$ cat src/rtl/imm_field_encoder.sv
// Compresses a 64-bit immediate into the 26-bit instruction field for I/D/B/CB/MOV formats.
// Optional MOV halfword scan is built only when IMM_ENC_MOV_EN is defined.
module imm_field_encoder (
    input  logic        i_clk,
    input  logic        i_reset,
    input  logic        i_in_valid,
    output logic        o_in_ready,
    input  logic [2:0]  i_ctrl,
    input  logic [63:0] i_bus_imm,
    output logic [25:0] o_imm26,
    output logic        o_fits,
    output logic        o_out_valid,
    input  logic        i_out_ready,
    output logic [7:0]  o_err_count
);

    localparam int unsigned BUS_W  = 64;
    localparam int unsigned IMM_W  = 26;
    localparam int unsigned CTRL_W = 3;
    localparam int unsigned ERR_W  = 8;
    localparam int unsigned HW_W   = 16;
    localparam logic [ERR_W-1:0] ERR_MAX = 8'hFF;

    typedef enum logic [1:0] {
        S_IDLE  = 2'd0,
        S_CHECK = 2'd1,
        S_SCAN  = 2'd2,
        S_DONE  = 2'd3
    } state_t;

    state_t             r_state;
    state_t             w_state_nxt;
    logic [CTRL_W-1:0]  r_ctrl;
    logic [BUS_W-1:0]   r_bus;
    logic               r_in_ready;
    logic               r_out_valid;
    logic [IMM_W-1:0]   r_imm26;
    logic               r_fits;
    logic [ERR_W-1:0]   r_err_count;
    logic               w_accept;
    logic               w_load;
    logic [IMM_W-1:0]   w_imm_nxt;
    logic               w_fits_nxt;

`ifdef IMM_ENC_MOV_EN
    logic [1:0]         r_cnt;
    logic               r_found;
    logic               r_multi;
    logic [1:0]         r_idx;
    logic [HW_W-1:0]    r_val;
    logic [5:0]         w_base;
    logic [HW_W-1:0]    w_hw;
    logic               w_found_nxt;
    logic               w_multi_nxt;
    logic [1:0]         w_idx_nxt;
    logic [HW_W-1:0]    w_val_nxt;
`endif

    // True when v[63:msb] are all copies of v[msb], i.e. v is a valid sign extension.
    function automatic logic sext_fits(input logic [BUS_W-1:0] v, input logic [5:0] msb);
        logic [BUS_W-1:0] s;
        s = BUS_W'($signed(v) >>> msb);
        return (&s) | ~(|s);
    endfunction

    assign w_accept = (r_state == S_IDLE) && i_in_valid;

    always_ff @(posedge i_clk) begin
        if (i_reset) begin
            r_state <= S_IDLE;
        end else begin
            r_state <= w_state_nxt;
        end
    end

    always_comb begin
        w_state_nxt = r_state;
        case (r_state)
            S_IDLE: begin
                if (i_in_valid) begin
`ifdef IMM_ENC_MOV_EN
                    w_state_nxt = i_ctrl[2] ? S_SCAN : S_CHECK;
`else
                    w_state_nxt = S_CHECK;
`endif
                end
            end
            S_CHECK: w_state_nxt = S_DONE;
            S_SCAN: begin
`ifdef IMM_ENC_MOV_EN
                if (r_cnt == 2'd3) begin
                    w_state_nxt = S_DONE;
                end
`else
                w_state_nxt = S_IDLE;
`endif
            end
            S_DONE: begin
                if (i_out_ready) begin
                    w_state_nxt = S_IDLE;
                end
            end
            default: w_state_nxt = S_IDLE;
        endcase
    end

    // Result formation; w_load marks the edge that enters DONE.
    always_comb begin
        w_load     = 1'b0;
        w_imm_nxt  = '0;
        w_fits_nxt = 1'b0;
`ifdef IMM_ENC_MOV_EN
        w_base      = {r_cnt, 4'b0000};
        w_hw        = r_bus[w_base +: HW_W];
        w_found_nxt = r_found;
        w_multi_nxt = r_multi;
        w_idx_nxt   = r_idx;
        w_val_nxt   = r_val;
`endif
        case (r_state)
            S_CHECK: begin
                w_load = 1'b1;
                if (!r_ctrl[2]) begin
                    case (r_ctrl[1:0])
                        2'b00: begin
                            w_imm_nxt[21:10] = r_bus[11:0];
                            w_fits_nxt       = sext_fits(r_bus, 6'd11);
                        end
                        2'b01: begin
                            w_imm_nxt[20:12] = r_bus[8:0];
                            w_fits_nxt       = sext_fits(r_bus, 6'd8);
                        end
                        2'b10: begin
                            w_imm_nxt  = r_bus[25:0];
                            w_fits_nxt = sext_fits(r_bus, 6'd25);
                        end
                        default: begin
                            w_imm_nxt[23:5] = r_bus[18:0];
                            w_fits_nxt      = sext_fits(r_bus, 6'd18);
                        end
                    endcase
                end
            end
`ifdef IMM_ENC_MOV_EN
            S_SCAN: begin
                if (w_hw != '0) begin
                    if (r_found) begin
                        w_multi_nxt = 1'b1;
                    end else begin
                        w_found_nxt = 1'b1;
                        w_idx_nxt   = r_cnt;
                        w_val_nxt   = w_hw;
                    end
                end
                if (r_cnt == 2'd3) begin
                    w_load     = 1'b1;
                    w_imm_nxt  = {3'b000, w_idx_nxt, w_val_nxt, 5'b00000};
                    w_fits_nxt = ~w_multi_nxt;
                end
            end
`endif
            default: begin
                w_load = 1'b0;
            end
        endcase
    end

    always_ff @(posedge i_clk) begin
        if (i_reset) begin
            r_ctrl      <= '0;
            r_bus       <= '0;
            r_in_ready  <= 1'b1;
            r_out_valid <= 1'b0;
            r_imm26     <= '0;
            r_fits      <= 1'b0;
            r_err_count <= '0;
        end else begin
            r_in_ready <= (w_state_nxt == S_IDLE);
            if (w_accept) begin
                r_ctrl <= i_ctrl;
                r_bus  <= i_bus_imm;
            end
            if (w_load) begin
                r_imm26     <= w_imm_nxt;
                r_fits      <= w_fits_nxt;
                r_out_valid <= 1'b1;
                if (!w_fits_nxt && (r_err_count != ERR_MAX)) begin
                    r_err_count <= r_err_count + ERR_W'(1);
                end
            end else if ((r_state == S_DONE) && i_out_ready) begin
                r_out_valid <= 1'b0;
            end
        end
    end

`ifdef IMM_ENC_MOV_EN
    // Halfword scan bookkeeping, cleared on every accept.
    always_ff @(posedge i_clk) begin
        if (i_reset) begin
            r_cnt   <= '0;
            r_found <= 1'b0;
            r_multi <= 1'b0;
            r_idx   <= '0;
            r_val   <= '0;
        end else if (w_accept) begin
            r_cnt   <= '0;
            r_found <= 1'b0;
            r_multi <= 1'b0;
            r_idx   <= '0;
            r_val   <= '0;
        end else if (r_state == S_SCAN) begin
            r_cnt   <= r_cnt + 2'd1;
            r_found <= w_found_nxt;
            r_multi <= w_multi_nxt;
            r_idx   <= w_idx_nxt;
            r_val   <= w_val_nxt;
        end
    end
`endif

    assign o_in_ready  = r_in_ready;
    assign o_out_valid = r_out_valid;
    assign o_imm26     = r_imm26;
    assign o_fits      = r_fits;
    assign o_err_count = r_err_count;

endmodule

$ cat config.mk
export PLATFORM = sky130hd
export DESIGN_NAME = imm_field_encoder
export DESIGN_NICKNAME = d
export VERILOG_FILES = /design/src/rtl/imm_field_encoder.sv
export SDC_FILE = /design/constraint.sdc
export NUM_CORES = 1
export LEC_CHECK = 0
export BUFFER_PORTS_ARGS = -buffer_cell sky130_fd_sc_hd__buf_2
export CAP_MARGIN = 10
export CORE_MARGIN = 10
export CORE_UTILIZATION = 32
export CTS_CLUSTER_DIAMETER = 60
export DETAILED_ROUTE_END_ITERATION = 8
export PLACE_DENSITY = 0.52
export SLEW_MARGIN = 30
export SYNTH_ARGS = -nofsm -noshare
export SYNTH_HDL_FRONTEND = slang
export SYNTH_SLANG_ARGS = --single-unit
$ cat constraint.sdc
create_clock -name i_clk -period 4.4 [get_ports i_clk]
set_input_delay 0.66 -clock i_clk [delete_from_list [all_inputs] [get_ports i_clk]]
set_output_delay 0.66 -clock i_clk [all_outputs]
set_load 0.02 [all_outputs]
==> out/metrics.yaml, run 1 <==
outcome: "completed"
tightest_slew_ps: 877
grt_pass1_wl_um: 19900
ys_seq_elements: 106
power_leakage_nw: 2.08
hpwlAfterDp_um: 9080
crit_path_top_delay_cell: "or4_1"
die_height_um: 136
share_comb_of_total_power_pct: 11.6
via_per_inst: 5.02
synth_cell_types: 36
async_reset_ff_share_pct: 0
syn_inst: 522
layout_common_cells: "nand2_1, buf_2, dfxtp_1, a21oi_1, nor2_1"
drv_slew: 0
grt_pass1_vias: 3917
num_rows: 42
portBuffers: 107
synth_compound_area_share_pct: 15.0
synth_top_area_share_pct: 49.2
start_util_pct: 32.6
wire_per_inst_um: 15.7
cts_resized: 0
synth_top_area_cell: "dfxtp_1"
clock_skew_ps: 5.14
dr.pass1.iters: 4
vias: 3943
ir_drop_uv: 181
hold_buffers: 0
h-tree-depth: 3
muxShareOfSynthArea_pct: 6.94
slowest_delay_ps: 540
wl_um: 12300
maxSlewHeadroom_pct: 41.3
hold_path_class: "flop to flop"
p_per_area_mw_per_mm2: 398
fin_crit_ps: 2590
synth-xor-area-share_pct: 0
drive_gt1_share_pct: 22.8
worstPathRequired_ps: 4620
swShare_pct: 25.6
drc: 0
dr.first_iter.drc_count: 240
gp_congestion: 0.821
cts_tree: "yes"
cts.sink_count: 106
grt_overflow: 0
design.core.area_mm2: 0.0132
cts_root_buf: "clkbuf_16"
max_freq_mhz: 386
internal_power_mw: 1.55
area_growth_syn_to_layout_pct: 21.8
p_switching_uw: 535
fillers: 1429
total_power_mw: 2.09
drtAntennaViolNets: 0
final_common_cell: "nand2_1"
finalSetupTns_ps: 0
worstPathCellList: "nor4_1 -> nand4_1 -> or4_1 -> nor3_1 -> o311a_1 -> nor2b_1 -> mux2_1"
synth-simple-area-share_pct: 25.0
nNetsFinal: 679
synth-adder-area-share_pct: 0.290
path_class: "flop to flop"
grt_max_degree: 111
clk_latency_ps: 340
critPathBufInv: 0
crit_family: "simple AND/OR/NAND/NOR gates"
synth_top_family_by_area: "simple AND/OR/NAND/NOR gates"
grtUsageTotal_pct: 13.1
die_w_um: 136
diodes: 0
crit_arrival_ps: 2820
sequentialPowerShare_pct: 51.2
syn_nets: 594
rsz0062_at_grt: "no"
startpoint_type: "flop"
dieArea_mm2: 0.0185
critPathCaptureType: "flop"
antenna_found_initial: 0
pwr-share-clk_pct: 37.2
yosys_warnings: 0
syn_area_per_cell_um2: 8.26
synthTopCellsByArea: "dfxtp_1, nand2_1, a21oi_1, mux4_2, nor2_1"
cts_buffers: 9
synth_flop_cell: "dfxtp_1"
synth_area_mm2: 0.00431
seq_area_frac_synth_pct: 49.2
cts_setup_buffers: 0
setup_viol: 0
finalCritPeriodShare_pct: 58.9
clk_pin_slew_worst_paths_ps: 60
ioPinCount: 108
synth_edf_count: 0
worstPathMaxFanout: 11
drv_cap: 0
finalHoldViolations: 0
clockBufferDepth: 2
## worst register-to-register path: stages (launching register included)
cell	delay [ps]
dfxtp_1	320
nor4_1	330
nand4_1	160
or4_1	540
nor3_1	220
o311a_1	430
nor2b_1	150
mux2_1	330
## layout make-up
cell class	instances	area, um2	share of cell area [%]
flip-flops and latches	106	2120	40.4
multi-input cells	377	2050	39.1
repair buffers	110	564	10.7
clock buffers	10	239	4.55
well taps	176	220	4.19
clock inverters	3	42.5	0.810
inverters	3	11.3	0.214
## path summary, 6_finish.rpt
check / from / endpoint / slack, ps / cells past startpoint
worst min-delay path: r_bus[56]$_SDFFE_PP0P_ / r_bus[56]$_SDFFE_PP0P_ / 470 / 2
worst min register to register: r_bus[56]$_SDFFE_PP0P_ / r_bus[56]$_SDFFE_PP0P_ / 470 / 2
worst max-delay path: r_bus[46]$_SDFFE_PP0P_ / o_err_count[0]$_SDFFE_PP0P_ / 1810 / 7
worst max register to register: r_bus[46]$_SDFFE_PP0P_ / o_err_count[0]$_SDFFE_PP0P_ / 1810 / 7
## sequential cells by signal, indices dropped and copies added, names as in the netlist
register and count:
o_fits 1, r_ctrl 3, o_out_valid 1, o_imm26 26, o_in_ready 1, o_err_count 8, r_state 2, r_bus 64
## metrics by stage
step / area, um2 / util [%] / setup WS [ps] / hold slack (ps) / instances
3_5_place_dp: 4960 / 37.5 / 1790 / 463 / 772
2_1_floorplan: 4310 / - / 2290 / 431 / 522
6_report: 5250 / 39.6 / 1810 / 474 / 785
4_1_cts: 5250 / 39.6 / 1770 / 473 / 785
3_3_place_gp: 4960 / 37.5 / 1880 / 452 / 772
5_1_grt: 5250 / 39.6 / 1610 / 486 / 785
## power groups by stage
stage	Sequential [mW]	Combinational [mW]	Clock, mW
CTS	1.07	0.247	0.797
global route	1.08	0.275	0.831
floorplan	1.08	0.164	0
global placement	1.09	0.242	0
detailed placement	1.09	0.246	0
finish	1.07	0.242	0.777
## Yosys cell counts, drive strengths merged, types with 3 or more instances
master and n:
mux2 4, nand2 145, clkbuf 28, nand2b 5, nor4 13, buf 8
nor2b 6, or3 3, o21ai 6, nand4 15, nor3 7, mux4 9
inv 3, a222oi 7, dfxtp 106, a22oi 19, a21oi 73, nand3 10
mux2i 4, nor2 40
## metal layers
| layer | vias to the layer above | track usage, % | part of all wire (%) |
|---|---|---|---|
| met3 | 9 | 4.65 | 6.7 |
| met1 | 1842 | 16.3 | 46 |
| li1 | 1992 | - | - |
| met2 | 100 | 21.2 | 47 |
| met5 | - | 0 | 0 |
| met4 | 0 | 3.43 | 0.88 |
## cells by family (layout without fill, tap and decap cells)
kind of cell / count (synthesis) / count (layout)
mux: 17 / 17
fa+ha+maj: 1 / 1
flops: 106 / 106
simple gates: 249 / 249
buf+inv: 39 / 126
compound gates: 110 / 110
No activity file was read; power rests on OpenSTA's default activity.
==> inputs of run 2 (changes only) <==
ABC_AREA = 1   (was unset)
PLACE_DENSITY = 0.53   (was 0.52)
clock period = 2.1 ns   (was 4.4 ns; I/O delays follow)
==> run 2 against run 1 <==
Net effect: clock power grew 120%; die area grew 14%; combinational power grew to 3.4 times the previous value; largest cell class is now multi-input gates; largest power group unchanged.
==> out/metrics.yaml, run 2 <==
async_reset_ff_share_pct: 0
fin_util_pct: 39.7
seq_area_frac_synth_pct: 42.3
clock_skew_ps: 11.1
netlist_top_cells_count: "nor2_1, nand2_1, dfxtp_1"
diodes: 0
max_freq_mhz: 539
cts.sink_count: 106
hpwlAfterDp_um: 11800
critPathBufInv: 0
drtAntennaViolNets: 0
synth_top_area_share_pct: 42.3
critPathCaptureType: "flop"
clk_pin_slew_worst_paths_ps: 80
reg2reg_depth: 12
synth_top_family_by_area: "simple AND/OR/NAND/NOR gates"
worst-path-stages: 12
wl_um: 15400
outcome: "completed"
antenna_found_initial: 0
largest_register_ffs: 64
die_w_um: 145
ys_seq_elements: 106
slowest_delay_ps: 470
finalHoldViolations: 0
drive_gt1_share_pct: 18.2
clk_latency_ps: 360
cts_buffers: 9
yosysMostFrequentCell: "nor2_1"
fillers: 1723
pre_cts_ws_ps: 211
clockBufferDepth: 2
power_leakage_nw: 2.46
grt_max_degree: 68
synth-adder-area-share_pct: 0.249
synth-xor-area-share_pct: 1.05
portBuffers: 107
p_per_area_mw_per_mm2: 814
syn_area_per_cell_um2: 6.76
ioPinCount: 108
cts_resized: 0
drc: 0
tightest_slew_ps: 602
design.core.area_mm2: 0.0153
syn_nets: 814
yosys_warnings: 0
total_power_mw: 4.93
grtUsageTotal_pct: 14.2
vias: 4976
maxSlewHeadroom_pct: 59.7
crit_path_top_delay_cell: "dfxtp_1"
hold_buffers: 0
grt_pass1_wl_um: 24800
startpoint_type: "flop"
via_per_inst: 4.73
dieArea_mm2: 0.0211
finalCritPeriodShare_pct: 88.3
nNetsFinal: 907
cts_tree: "yes"
finalSetupTns_ps: 0
worstPathMaxFanout: 10
synthTopCellsByArea: "dfxtp_1, nor2_1, nand2_1, o21ai_0, a21oi_1"
drv_slew: 0
crit_arrival_ps: 2150
dr.first_iter.drc_count: 295
crit_family: "simple AND/OR/NAND/NOR gates"
h-tree-depth: 3
cts_setup_buffers: 0
worstPathRequired_ps: 2400
setup_viol: 0
layout_common_cells: "nor2_1, nand2_1, buf_2, dfxtp_1, o21ai_0"
synth-simple-area-share_pct: 32.8
synth_flop_cell: "dfxtp_1"
fin_crit_ps: 1850
critPathMostFrequentCell: "nand2_1"
hold_depth: 3
hold_path_class: "primary input to flop"
rsz0062_at_grt: "no"
ir_drop_uv: 429
worstPathCellList: "nand2_1 -> nor2_1 -> nand4_1 -> nor2_1 -> nand3_1 -> nand2_1 -> nand2_1 -> nand3_2 -> nand2_4 -> nand3_4 -> nand2_1 -> a21oi_1"
path_class: "flop to flop"
dr.pass1.iters: 5
syn_inst: 742
die_height_um: 145
num_rows: 45
area_growth_syn_to_layout_pct: 20.7
muxShareOfSynthArea_pct: 0
drv_cap: 0
start_util_pct: 32.9
synth_area_mm2: 0.00502
synth_compound_area_share_pct: 17.7
wire_per_inst_um: 14.7
top_register: "r_bus"
gp_congestion: 0.902
synth_edf_count: 0
grt_overflow: 0
synth_top_area_cell: "dfxtp_1"
grt_pass1_vias: 4721
cts_root_buf: "clkbuf_16"
final_common_cell: "nor2_1"
fin_ws_ps: 246
synth_cell_types: 38
-- run 2: cell types whose count changed in the layout (fill, tap and decap cells not counted), moves of 6 or more --
cell	delta
a21oi_1	-23
a222oi_1	-7
a22oi_1	-15
inv_1	+31
mux4_2	-9
nor2_1	+160
nor2b_1	-6
nor4_1	-13
o211ai_1	+11
o21ai_0	+78
o221ai_1	+6
-- run 2: final cells by class --
class / instances / area [um2] / share of cell area (%)
Inverter: 36 / 136 / 2.25
Multi-Input combinational cell: 565 / 2600 / 42.9
Clock inverter: 7 / 75.1 / 1.24
Tap cell: 211 / 264 / 4.36
Sequential cell: 106 / 2120 / 35.0
Clock buffer: 9 / 225 / 3.72
Timing Repair Buffer: 117 / 636 / 10.5
-- run 2: path summary, 6_finish.rpt --
kind	slack, ps	end	from
worst max-delay path	250	o_err_count[6]$_SDFFE_PP0P_	r_bus[25]$_SDFFE_PP0P_
worst max register to register	250	o_err_count[6]$_SDFFE_PP0P_	r_bus[25]$_SDFFE_PP0P_
worst min-delay path	200	r_bus[49]$_SDFFE_PP0P_	i_bus_imm[49]
worst min register to register	460	o_imm26[8]$_SDFFE_PP0P_	o_imm26[8]$_SDFFE_PP0P_
-- run 2: tightest hold or removal path: stages --
cell and delay [ps]:
buf_2 70, o21ai_0 70, nor2_1 70
-- run 2: per-layer routing --
| metal | part of all wire, % | vias up | global-route usage (%) |
|---|---|---|---|
| met5 | 0 | - | 0 |
| met4 | 1.8 | 0 | 4.80 |
| met3 | 4.9 | 17 | 3.79 |
| met2 | 44 | 121 | 22.0 |
| met1 | 49 | 2212 | 18.7 |
| li1 | - | 2626 | - |
-- run 2: logic make-up (layout without fill, tap and decap cells) --
logic type	count (synthesis)	in the layout
AND/OR/NAND/NOR	396	396
AO/OA/AOI/OAI	162	162
flip-flops	106	106
buffers and inverters	71	169
XOR/XNOR	6	6
adder cells (fa/ha/maj)	1	1
-- run 2: power by group --
part,total (mW),leakage (nW),switching (mW),internal [mW]
clock network,1.73,0.150,0.798,0.934
registers,2.37,0.870,0.197,2.17
logic,0.830,1.44,0.525,0.304
-- run 2: stage by stage --
| step | hold WS [ps] | cell area [um2] | cells |
|---|---|---|---|
| global route | 207 | 6060 | 1051 |
| detailed placement | 454 | 5760 | 1035 |
| CTS | 192 | 6060 | 1051 |
| floorplan | 450 | 5020 | 742 |
| finish | 202 | 6060 | 1051 |
| global placement | 452 | 5760 | 1035 |
==> inputs of run 3 (changes only) <==
BUFFER_PORTS_ARGS = unset   (was -buffer_cell sky130_fd_sc_hd__buf_2)
DONT_BUFFER_PORTS = 1   (was unset)
PLACE_DENSITY = 0.46   (was 0.53)
==> run 3 against run 2 <==
Net effect: clock power about the same; die area unchanged; cell count decreased by 9.6%; hold slack got worse by 180 ps; non-clock buffer count decreased by 101; critical path depth decreased by 7; via count decreased by 4.5%; combinational power decreased by 13%; sequential power about the same; wire length increased by 2.2%; cell area decreased by 8.0%; sequential share of layout area increased by 3.0 points; critical endpoint is now o_imm26[22]$_SDFFE_PP0P_; largest power group unchanged; highest routed layer unchanged.
==> out/metrics.yaml, run 3 (synthesis results as in run 2) <==
outcome: "completed"
layout_common_cells: "nor2_1, nand2_1, dfxtp_1, o21ai_0, a21oi_1"
grt_overflow: 0
clk_latency_ps: 360
grtUsageTotal_pct: 14.4
startpoint: "r_ctrl[1]$_SDFFE_PP0P_"
dr.pass1.iters: 5
critPathBufInv: 1
placed_area_mm2: 0.00527
maxSlewHeadroom_pct: 60.7
fin_crit_ps: 1970
start_util_pct: 32.9
critPathCaptureType: "flop"
cts.sink_count: 106
drc: 0
setup_viol: 0
largest_register_ffs: 64
stdcell_area_mm2: 0.00557
worstPathCellList: "nand2_1 -> nor3_2 -> buf_4 -> nand2_1 -> a31oi_1"
grt_pass1_vias: 4503
final_common_cell: "nor2_1"
design.core.area_mm2: 0.0153
hpwlAfterDp_um: 12200
met3_length_um: 982
drv_slew: 0
ioPinCount: 108
r2r_slack_ps: 130
crit_family: "simple AND/OR/NAND/NOR gates"
crit_path_top_delay_cell: "dfxtp_1"
path_class: "flop to flop"
ir_drop_uv: 381
critPathMostFrequentCell: "nand2_1"
crit_arrival_ps: 2250
hold_end: "o_imm26[25]$_SDFFE_PP0P_"
worstPathRequired_ps: 2380
vias: 4751
r2r_end: "o_imm26[22]$_SDFFE_PP0P_"
r2r_start: "r_ctrl[1]$_SDFFE_PP0P_"
dieArea_mm2: 0.0211
power_leakage_nw: 2.01
min-delay-start: "i_reset"
finalHoldViolations: 0
clk_pin_slew_worst_paths_ps: 70
fillers: 1664
die_height_um: 145
grt_max_degree: 60
top_register: "r_bus"
drv_cap: 0
slowest_delay_ps: 690
cts_tree: "yes"
reg2reg_depth: 5
cts_setup_buffers: 0
cts_buffers: 9
portBuffers: 0
clock_skew_ps: 8.95
clockBufferDepth: 2
die_w_um: 145
regArea_mm2: 0.00212
antenna_found_initial: 0
route.met2.wl_um: 7110
hold_buffers: 0
cts_resized: 0
gp_congestion: 0.873
diodes: 0
h-tree-depth: 3
nNetsFinal: 806
hold_ws_ps: 22.6
dr.first_iter.drc_count: 355
area_growth_syn_to_layout_pct: 11.1
worstPathMaxFanout: 19
cts_root_buf: "clkbuf_16"
drtAntennaViolNets: 0
max_freq_mhz: 507
grt_pass1_wl_um: 24600
drive_gt1_share_pct: 6.77
total_power_mw: 4.88
hold_depth: 1
rsz0062_at_grt: "no"
hold_path_class: "primary input to flop"
tightest_slew_ps: 589
p_per_area_mw_per_mm2: 875
highest_layer: "met4"
finalSetupTns_ps: 0
multi_input_area_mm2: 0.00260
finalCritPeriodShare_pct: 94.0
wire_per_inst_um: 16.6
wl_um: 15700
via_per_inst: 5.00
num_rows: 45
drt-met1-wl_um: 7500
startpoint_type: "flop"
[run 3: cell count changes in the layout (fill, tap and decap cells not counted)]
cell        previous run  this run
buf_2                107         0
inv_6                  2         1
clkinv_2               3         1
clkbuf_8               0         2
clkbuf_1               0         2
clkinv_4               2         0
clkinvlp_4             0         1
buf_4                  8        14
[run 3: layer usage]
layer / GRT usage, % / vias up
li1: - / 2429
met1: 19.1 / 2192
met2: 22.1 / 119
met3: 4.53 / 11
met4: 3.54 / 0
met5: 0 / -
[run 3: worst reg2reg max path, cell delays in order (launching register included)]
cell,delay (ps)
dfxtp_1,690
nand2_1,410
nor3_2,400
buf_4,190
nand2_1,60
a31oi_1,140
[run 3: area by class of cell]
type	count	area share, %
clock buffers	13	4.67
clock inverters	3	0.831
inverters	36	2.45
multi-input cells	565	46.6
flip-flops and latches	106	38.1
well taps	211	4.74
repair buffers	16	2.60
[run 3: through the flow]
| step | setup WS, ps | util [%] | cells |
|---|---|---|---|
| global route | 21.5 | 36.5 | 950 |
| global placement | 225 | 34.5 | 934 |
| floorplan | 539 | - | 742 |
| finish | 126 | 36.5 | 950 |
| detailed placement | 204 | 34.5 | 934 |
| CTS | 174 | 36.5 | 950 |
[run 3: power by group]
group / internal (mW) / total, mW / switching (mW)
Combinational: 0.250 / 0.724 / 0.474
Sequential: 2.17 / 2.40 / 0.226
Clock: 0.996 / 1.76 / 0.761
Total: 3.42 / 4.88 / 1.46
[run 3: worst max-delay path by stage]
stage | endpoint | slack [ps] | cells after the start
2_1_floorplan | o_err_count[7]$_SDFFE_PP0P_ | 540 | 7
3_3_place_gp | o_imm26[25]$_SDFFE_PP0P_ | 220 | 5
3_5_place_dp | o_imm26[22]$_SDFFE_PP0P_ | 200 | 5
4_1_cts | o_imm26[22]$_SDFFE_PP0P_ | 170 | 5
5_1_grt | o_err_count[3]$_SDFFE_PP0P_ | 20 | 12
6_report | o_imm26[22]$_SDFFE_PP0P_ | 130 | 5
